[src/rtl/trace_tag_pipe.sv]
// Expected-result tag pipeline: DEPTH stages of {valid, sum, index}.
// A tag pushed at edge t sits in the tail stage after edge t+DEPTH-1, so it
// is compared at edge t+DEPTH. clr drops every valid bit synchronously.
module trace_tag_pipe #(
  parameter int SUM_W = 9,
  parameter int IDX_W = 16,
  parameter int DEPTH = 1
) (
  input  logic             clk,
  input  logic             clr,
  input  logic             in_valid,
  input  logic [SUM_W-1:0] in_sum,
  input  logic [IDX_W-1:0] in_idx,
  output logic             tail_valid,
  output logic [SUM_W-1:0] tail_sum,
  output logic [IDX_W-1:0] tail_idx,
  output logic             busy
);

  logic [DEPTH-1:0] vld;
  logic [SUM_W-1:0] sum_q [DEPTH];
  logic [IDX_W-1:0] idx_q [DEPTH];

  // Valid bits shift every cycle; clear empties the pipe.
  always_ff @(posedge clk) begin
    if (clr) begin
      vld <= '0;
    end else begin
      vld[0] <= in_valid;
      for (int i = 1; i < DEPTH; i++) vld[i] <= vld[i-1];
    end
  end

  // Payload shifts alongside; only meaningful where the valid bit is set.
  always_ff @(posedge clk) begin
    sum_q[0] <= in_sum;
    idx_q[0] <= in_idx;
    for (int i = 1; i < DEPTH; i++) begin
      sum_q[i] <= sum_q[i-1];
      idx_q[i] <= idx_q[i-1];
    end
  end

  assign tail_valid = vld[DEPTH-1];
  assign tail_sum   = sum_q[DEPTH-1];
  assign tail_idx   = idx_q[DEPTH-1];
  assign busy       = |vld;

endmodule

[config.mk]
export PLATFORM = sky130hd
export DESIGN_NAME = trace_tag_pipe
export DESIGN_NICKNAME = d
export VERILOG_FILES = /design/src/rtl/trace_tag_pipe.sv
export SDC_FILE = /design/constraint.sdc
export NUM_CORES = 1
export LEC_CHECK = 0
export BUFFER_PORTS_ARGS = -buffer_cell sky130_fd_sc_hd__buf_2
export CAP_MARGIN = 20
export CORE_MARGIN = 2
export CORE_UTILIZATION = 35
export CTS_CLUSTER_DIAMETER = 50
export CTS_CLUSTER_SIZE = 14
export DETAILED_ROUTE_END_ITERATION = 8
export HOLD_SLACK_MARGIN = 0.06
export PLACE_DENSITY = 0.78
export REMOVE_ABC_BUFFERS = 1
export SYNTH_ARGS = -nofsm -noshare
export SYNTH_HDL_FRONTEND = slang
export SYNTH_SLANG_ARGS = --single-unit
[constraint.sdc]
create_clock -name clk -period 1.25 [get_ports clk]
set_input_delay 0.125 -clock clk [delete_from_list [all_inputs] [get_ports clk]]
set_output_delay 0.125 -clock clk [all_outputs]
set_load 0.005 [all_outputs]
**Word level (Yosys, flattened, before mapping)**

Memories as Yosys holds them, arrays and structs flattened.
Index checks and enable logic that the tools add are counted.

- Bits in registers: 1
- Memory bits (writable): 25
- Input bits: 28
- Memories: 2

Memories:

| memory | depth | width | read ports | clocked after Yosys merged registers in | wr ports | RTL line | text |
|---|---|---|---|---|---|---|---|
| idx_q | 1 | 16 | 1 | 0 | 1 | 22 | `logic [IDX_W-1:0] idx_q [DEPTH];` |
| sum_q | 1 | 9 | 1 | 0 | 1 | 21 | `logic [SUM_W-1:0] sum_q [DEPTH];` |

**Logic depth before layout (Yosys ltp)**

Gate-level depths: netlist (run 1).

- Depth after elaboration: 0
- Mapped depth: 1

**Worst setup path before layout (run 1)**

Ideal clock, no wire load.

- Path type: reg2out
- Start point: register vld (netlist: busy)
- End point: output port tail_valid
- Data arrival time: 0.426 ns
- Data required time: 1.125 ns
- Path slack: 0.699 ns
- Stages on the path, launching flop included: 2
- Buffers on the path: 1
- Path through: dfxtp_1 -> buf_4

RTL lines:

| element | RTL line | text |
|---|---|---|
| start, declared | 20 | `logic [DEPTH-1:0] vld;` |
| end, declared | 14 | `output logic tail_valid,` |

No word-level cell between the ends.

**Worst setup path after layout (run 1)**

- Start point: input port clr
- End point: register vld (netlist: busy)

RTL lines:

| element | RTL line | text |
|---|---|---|
| start, declared | 10 | `input logic clr,` |

No word-level cell between the ends.

==> impl_metrics.ini, run 1 <==
[global_routing]
grt_start_max_net_pins = 14
gr-usage-all-layers = 0.179
grt_antenna_before_repair = 0
grt-ovfl-total = 0
first_global_vias = 500
grt_pass1_wl_um = 2330

[detailed_routing]
via_per_inst = 3.91
ant_nets = 0
route.vias.total = 497
wire_per_inst_um = 12.5
routed_wl_um = 1590
drc = 0
drtIter0Drc = 6
dr.pass1.iters = 3

[floorplan]
die_width_um = 43.3
initial_utilization = 0.368
ios = 55
rows = 14
core_area_mm2 = 0.00147
die_h_um = 43.3
dieArea_mm2 = 0.00188

[critical_path]
worstSetupPathType = input port to register
crit_top_cell = dlygate4sd3_1
endpoint_kind = register
slowest_delay_ns = 0.55
critPathRequiredTime_ns = 1.49
cp.arrival_ns = 1.44
start_kind = input port
path_cells = dlygate4sd3_1 -> buf_2 -> nor2b_4 -> dlygate4sd3_1
crit_slowest_cell = dlygate4sd3_1
crit_fanout = 1

[finish]
multi_input_area_um2 = 13.8
regArea_um2 = 520
area_growth_syn_to_layout_pct = 106
fillCellCount = 109
diodes = 0
fin_nets = 141
fin_area_mm2 = 0.00112
drive_gt1_frac = 0.523

[logic_synthesis]
synth_ff_type = dfxtp_1
yosysTopAreaCell = dfxtp_1
synth_edf_count = 0
syn_inst = 28
yosysMostFrequentCell = dfxtp_1
synth.avg_cell_area_um2 = 19.3
yosys_warnings = 0
ys_types = 3
synth_area_leaders = dfxtp_1 (96%), nor2b_4 (2.5%), buf_4 (1.4%)
synth_seq_cells = 26
async_flop_share = 0
ys_top_cells_by_count = dfxtp_1 (26), buf_4 (1), nor2b_4 (1)
yosysSeqAreaShare = 0.961
synthesis.area_um2 = 542
synth_top_area_frac = 0.961

[pwr]
vdd_drop_max_mv = 1.07
cellPowerDensity_mw_per_mm2 = 1220
p_leak_nw = 0.569

[hold_path]
hp-class = input port to register

[clock_network]
clkTransAtPathRegs_ns = 0.12
clock_path_buffers = 2
ctsRootBufferMaster = clkbuf_4
htreeDepth = 1
cts_tree = yes
clkSinkCount = 26
cts_inserted_buffers = 3
cts_setup_buffers = 0

[placed_design]
placed_area_um2 = 825
port_buffers = 54
gp_congestion = 0.583

[timing]
worst_pin_slew_ns = 0.120
maxSlewHeadroom = 0.920
holdWs_ns = 0.453
hold_viol_final = 0
min_period_ns = 1.19
post-route-period-util = 0.954
fmax_mhz = 839
setup_tns_ns = 0
rsz0062_at_grt = no
finalSetupViolCount = 0
drv_slew = 0

[job]
max-cap-violations = 0

[outcome]
status = complete, no violations
[registers in the layout (all words and copies together) (netlist names)]
name and cells:
idx_q 16, sum_q 9, busy 1
[cells by family after synthesis]
kind of cell | Yosys count | share of synthesized area
flops | 26 | 0.961
simple gates | 1 | 0.0254
buf+inv | 1 | 0.0139
[stage by stage]
stage               total power, mW  setup slack, ns  instances  utilization
floorplan                     0.913            0.794         27            -
global placement              0.993            0.729         97        0.560
detailed placement            0.997            0.714         97        0.560
CTS                            1.38           0.0948        127        0.759
global route                   1.43           0.0555        127        0.759
finish                         1.36           0.0574        127        0.759
[per-layer routing]
layer	GRT usage	wire, um	vias to the layer above
li1	-	-	250
met1	0.164	483	224
met2	0.388	1000	21
met3	0.0375	97	2
met4	0.0364	9	0
met5	0	0	-
[layout by cell type (no fill, tap or decap)]
cell / instances
dfxtp_1: 26
dlygate4sd3_1: 27
buf_2: 54
nor2b_4: 1
clkbuf_4: 3
[layout make-up]
class,instances,area share
clock buffers,3,0.0202
multi-input cells,1,0.0123
flip-flops and latches,26,0.466
well taps,16,0.0179
repair buffers,81,0.484
[critical path, delay by kind of cell]
family,cells,cell delay [ns]
buffers and inverters,3,1.23
and+or+nand+nor,1,0.09
[timing repair]
action | in CTS | in global routing
gates resized for setup | 0 | 0
hold endpoints to repair | 26 | 0
hold buffers | 27 | 0
endpoints found under the setup margin | 0 | 0
[worst paths after layout]
check | startpoint | endpoint | slack, ns | cells after the start
setup / recovery | clr | busy | 0.06 | 4
hold / removal | in_sum[2] | sum_q[0][2] | 0.45 | 2
[power breakdown]
| group | internal (mW) | switching (mW) |
|---|---|---|
| Clock | 0.112 | 0.204 |
| Combinational | 0.115 | 0.0471 |
| Sequential | 0.873 | 0.00986 |
(Power assumes the default switching activity.)
==> run 2: changes to the inputs <==
Settings changed: ABC_AREA set to 1, CORE_UTILIZATION 35 to 29, PLACE_DENSITY 0.78 to 0.7.
Clock period 1.25 ns to 1 ns, I/O delays scaled along.
==> run 2 against run 1 <==
Compared with the run above: synthesized area fell by 0.69%; synthesized cell count up 3.6%; cell area increased by 1.9%; worst setup slack better by 0.072 ns; combinational power is 20% higher; flip-flop and latch count unchanged; final cell count up 8.7%; non-clock buffer count is the same; die area up 18%; critical path type is now register to output pin; highest routed layer is now met3.
==> impl_metrics.ini, run 2 <==
[outcome]
status = complete, no violations

[logic_synthesis]
ys_types = 4
syn_inst = 29
synth.avg_cell_area_um2 = 18.6
synth_area_leaders = dfxtp_1 (97%), buf_4 (1.4%), nor2_2 (1.2%)
synth_top_area_frac = 0.967
async_flop_share = 0
yosysTopAreaCell = dfxtp_1
synth_ff_type = dfxtp_1
yosys_warnings = 0
ys_top_cells_by_count = dfxtp_1 (26), buf_4 (1), inv_1 (1), nor2_2 (1)
yosysSeqAreaShare = 0.967
yosysMostFrequentCell = dfxtp_1
synth_edf_count = 0
synthesis.area_um2 = 538
synth_seq_cells = 26

[floorplan]
ios = 55
core_area_mm2 = 0.00173
die_h_um = 47.1
dieArea_mm2 = 0.00222
rows = 15
die_width_um = 47.1
initial_utilization = 0.312

[job]
max-cap-violations = 0

[timing]
setup_tns_ns = 0
post-route-period-util = 0.871
hold_viol_final = 0
rsz0062_at_grt = no
fmax_mhz = 1150
worst_pin_slew_ns = 0.122
drv_slew = 0
min_period_ns = 0.871
finalSetupViolCount = 0
maxSlewHeadroom = 0.919

[critical_path]
crit_start = busy
endpoint_kind = output pin
path_delay_family = flip-flops
worstSetupPathType = register to output pin
slowest_delay_ns = 0.36
cp.depth = 1
critPathBufInv = 1
path_cells = buf_2
crit_slowest_cell = dfxtp_1
start_kind = register
cp.arrival_ns = 0.77
crit_fanout = 2
critPathRequiredTime_ns = 0.90
crit_end = tail_valid

[hold_path]
whs_path_depth = 2
hp-start = in_sum[2]
hp-class = input port to register

[global_routing]
gr-usage-all-layers = 0.126
grt-ovfl-total = 0
grt_antenna_before_repair = 0
grt_start_max_net_pins = 15
first_global_vias = 514
grt_pass1_wl_um = 1900

[placed_design]
placed_area_um2 = 832
gp_congestion = 0.609
dp_cells = 107
port_buffers = 54

[finish]
final_cells = 138
fin_nets = 142
regMostFlops = idx_q
area_growth_syn_to_layout_pct = 112
fillCellCount = 146
final_common_cell = buf_2
drive_gt1_frac = 0.522
layout.cells.most_common_list = buf_2 (54), dlygate4sd3_1 (27), dfxtp_1 (26), clkbuf_4 (3)
largest_register_ff_count = 16
diodes = 0
fin_area_mm2 = 0.00114

[clock_network]
htreeDepth = 1
clock_path_buffers = 2
cts_inserted_buffers = 3
cts_resized = 0
ctsRootBufferMaster = clkbuf_4
clkSinkCount = 26
clkTransAtPathRegs_ns = 0.12
cts_tree = yes

[detailed_routing]
ant_nets = 0
via_per_inst = 3.57
route.vias.total = 492
dr.pass1.iters = 2
drtIter0Drc = 2
drc = 0
wire_per_inst_um = 8.99
routed_wl_um = 1240

[pwr]
cellPowerDensity_mw_per_mm2 = 1570
vdd_drop_max_mv = 0.994
p_leak_nw = 0.574
-- run 2: cell types whose count changed in the layout (fill, tap and decap cells not counted), sizes merged --
cell	before	now
clkbuf	3	4
inv	0	1
nor2	0	1
nor2b	1	0
-- run 2: how the worst min path moves through the flow --
stage / endpoint / slack (ns)
floorplan: idx_q[0][0] / 0.13
global placement: idx_q[0][13] / 0.20
detailed placement: idx_q[0][11] / 0.20
CTS: sum_q[0][2] / 0.41
global route: sum_q[0][4] / 0.40
finish: sum_q[0][2] / 0.42
-- run 2: timing repair --
action,4_1_cts,5_1_grt
hold endpoints to repair,26,0
buffers inserted,0,0
hold buffers,27,0
-- run 2: through the flow --
step | utilization | hold slack [ns] | total power, mW | setup WS [ns]
after floorplan | - | 0.128 | 1.14 | 0.569
after global placement | 0.482 | 0.203 | 1.24 | 0.498
after global routing | 0.659 | 0.401 | 1.89 | 0.0538
final | 0.659 | 0.423 | 1.78 | 0.129
after detailed placement | 0.482 | 0.204 | 1.24 | 0.486
after CTS | 0.659 | 0.405 | 1.81 | 0.111
-- run 2: final cells by class --
class	count	area [um2]	area share
clock buffer	4	36.3	0.0319
timing repair buffer	81	541	0.475
tap	25	31.3	0.0275
inverter	1	3.75	0.00330
multi-input combinational	1	6.26	0.00549
sequential	26	520	0.457
-- run 2: cell families after synthesis --
logic type | Yosys count | synth area share
buf+inv | 2 | 0.0209
flops | 26 | 0.967
simple gates | 1 | 0.0116
-- run 2: power by group --
part / leakage, nW / internal, mW / switching [mW]
combinational: 0.334 / 0.142 / 0.0531
sequential: 0.219 / 1.09 / 0.0117
clock: 0.0210 / 0.222 / 0.265
-- run 2: layer usage --
layer | global-route usage | routed length (um) | vias up
met5 | 0 | 0 | -
met4 | 0.0667 | 0 | 0
met3 | 0.0346 | 85 | 0
met2 | 0.236 | 700 | 30
met1 | 0.126 | 454 | 210
li1 | - | - | 252
==> run 3: changes to the inputs <==
Settings changed: ABC_AREA 1 to unset, PLACE_DENSITY 0.7 to 0.69.
==> run 3 against run 2 <==
Compared with the run above: core utilization decreased by 0.49 points; die area rose by 0.64%; via count rose by 1.4%; flip-flop and latch count unchanged; hold slack worse by 0.0068 ns; worst setup slack better by 0.0054 ns; maximum frequency grew 0.62%; critical path depth unchanged; clock power rose by 4%; non-clock buffer count stayed put; wire length increased by 8.7%; sequential share of layout area decreased by 0.15 points.
==> impl_metrics.ini, run 3 (synthesis gave the netlist of run 1 again) <==
[critical_path]
cp.depth = 1
critPathRequiredTime_ns = 0.90
crit_slowest_cell = dfxtp_1
cp.arrival_ns = 0.77
path_delay_family = flip-flops
slowest_delay_ns = 0.35
start_kind = register
worstSetupPathType = register to output pin
critPathBufInv = 1
endpoint_kind = output pin
path_cells = buf_2
crit_fanout = 2

[floorplan]
initial_utilization = 0.310
dieArea_mm2 = 0.00223
core_area_mm2 = 0.00175
die_h_um = 47.2
rows = 15
ios = 55
die_width_um = 47.2

[finish]
fin_util = 0.654
final_common_cell = buf_2
fin_nets = 141
layout.cells.most_common_list = buf_2 (54), dlygate4sd3_1 (27), dfxtp_1 (26), clkbuf_4 (3)
diodes = 0
largest_register_ff_count = 16
area_growth_syn_to_layout_pct = 111
regMostFlops = idx_q
drive_gt1_frac = 0.527

[global_routing]
grt_antenna_before_repair = 0
grt-ovfl-total = 0
grt_pass1_wl_um = 1790
grt_start_max_net_pins = 15
first_global_vias = 459
gr-usage-all-layers = 0.121

[placed_design]
gp_congestion = 0.603
post-place-ws_ns = 0.493
port_buffers = 54

[timing]
min_period_ns = 0.865
worst_pin_slew_ns = 0.131
setup_tns_ns = 0
post-route-period-util = 0.865
maxSlewHeadroom = 0.912
hold_viol_final = 0
finalWorstSetupSlack_ns = 0.135
drv_slew = 0
finalSetupViolCount = 0
rsz0062_at_grt = no
fmax_mhz = 1160

[detailed_routing]
via_per_inst = 3.64
drc = 0
wire_per_inst_um = 9.84
routed_wl_um = 1350
ant_nets = 0
dr.pass1.iters = 1
drtIter0Drc = 0
route.vias.total = 499

[clock_network]
clkTransAtPathRegs_ns = 0.13
htreeDepth = 1
cts_resized = 0
cts_inserted_buffers = 3
cts_setup_buffers = 0
clock_path_buffers = 2
ctsRootBufferMaster = clkbuf_4
holdBufCountCts = 27
cts_tree = yes
clkSinkCount = 26

[job]
max-cap-violations = 0

[pwr]
vdd_drop_max_mv = 1.17
total_power_mw = 1.81
p_leak_nw = 0.574
cellPowerDensity_mw_per_mm2 = 1580

[hold_path]
whs_path_depth = 2
hp-class = input port to register

[outcome]
status = complete, no violations
## run 3: cell types whose count changed in the layout (fill, tap and decap cells not counted)
| cell | before | now |
|---|---|---|
| inv_1 | 1 | 0 |
| nor2_2 | 1 | 0 |
| nor2b_4 | 0 | 1 |
## run 3: worst paths after layout
path	end	slack [ns]	start
setup / recovery	busy	0.13	busy
hold / removal	sum_q[0][3]	0.42	in_sum[3]
## run 3: through the flow
stage | hold WS (ns) | instances | instance area (um2)
final | 0.416 | 137 | 1140
after floorplan | 0.128 | 27 | 534
after global routing | 0.406 | 137 | 1140
after global placement | 0.203 | 106 | 836
after detailed placement | 0.204 | 106 | 836
after CTS | 0.414 | 137 | 1140
## run 3: area by class of cell
cell class                      count  area, um2
Multi-Input combinational cell      1       13.8
Clock buffer                        4       36.3
Fill cell                         138        603
Timing Repair Buffer               81        541
Sequential cell                    26        520
Tap cell                           25       31.3
## run 3: power breakdown
group | total [mW] | switching [mW] | leakage [nW] | internal, mW
Clock | 0.505 | 0.283 | 0.0210 | 0.222
Combinational | 0.198 | 0.0544 | 0.334 | 0.144
Sequential | 1.10 | 0.0112 | 0.219 | 1.09
Total | 1.81 | 0.349 | 0.574 | 1.46
## run 3: layer usage
| layer | vias to the layer above | wire length, um | global-route usage |
|---|---|---|---|
| met1 | 217 | 469 | 0.110 |
| met4 | 0 | 19 | 0.0667 |
| li1 | 252 | - | - |
| met5 | - | 0 | 0 |
| met2 | 28 | 757 | 0.238 |
| met3 | 2 | 101 | 0.0308 |
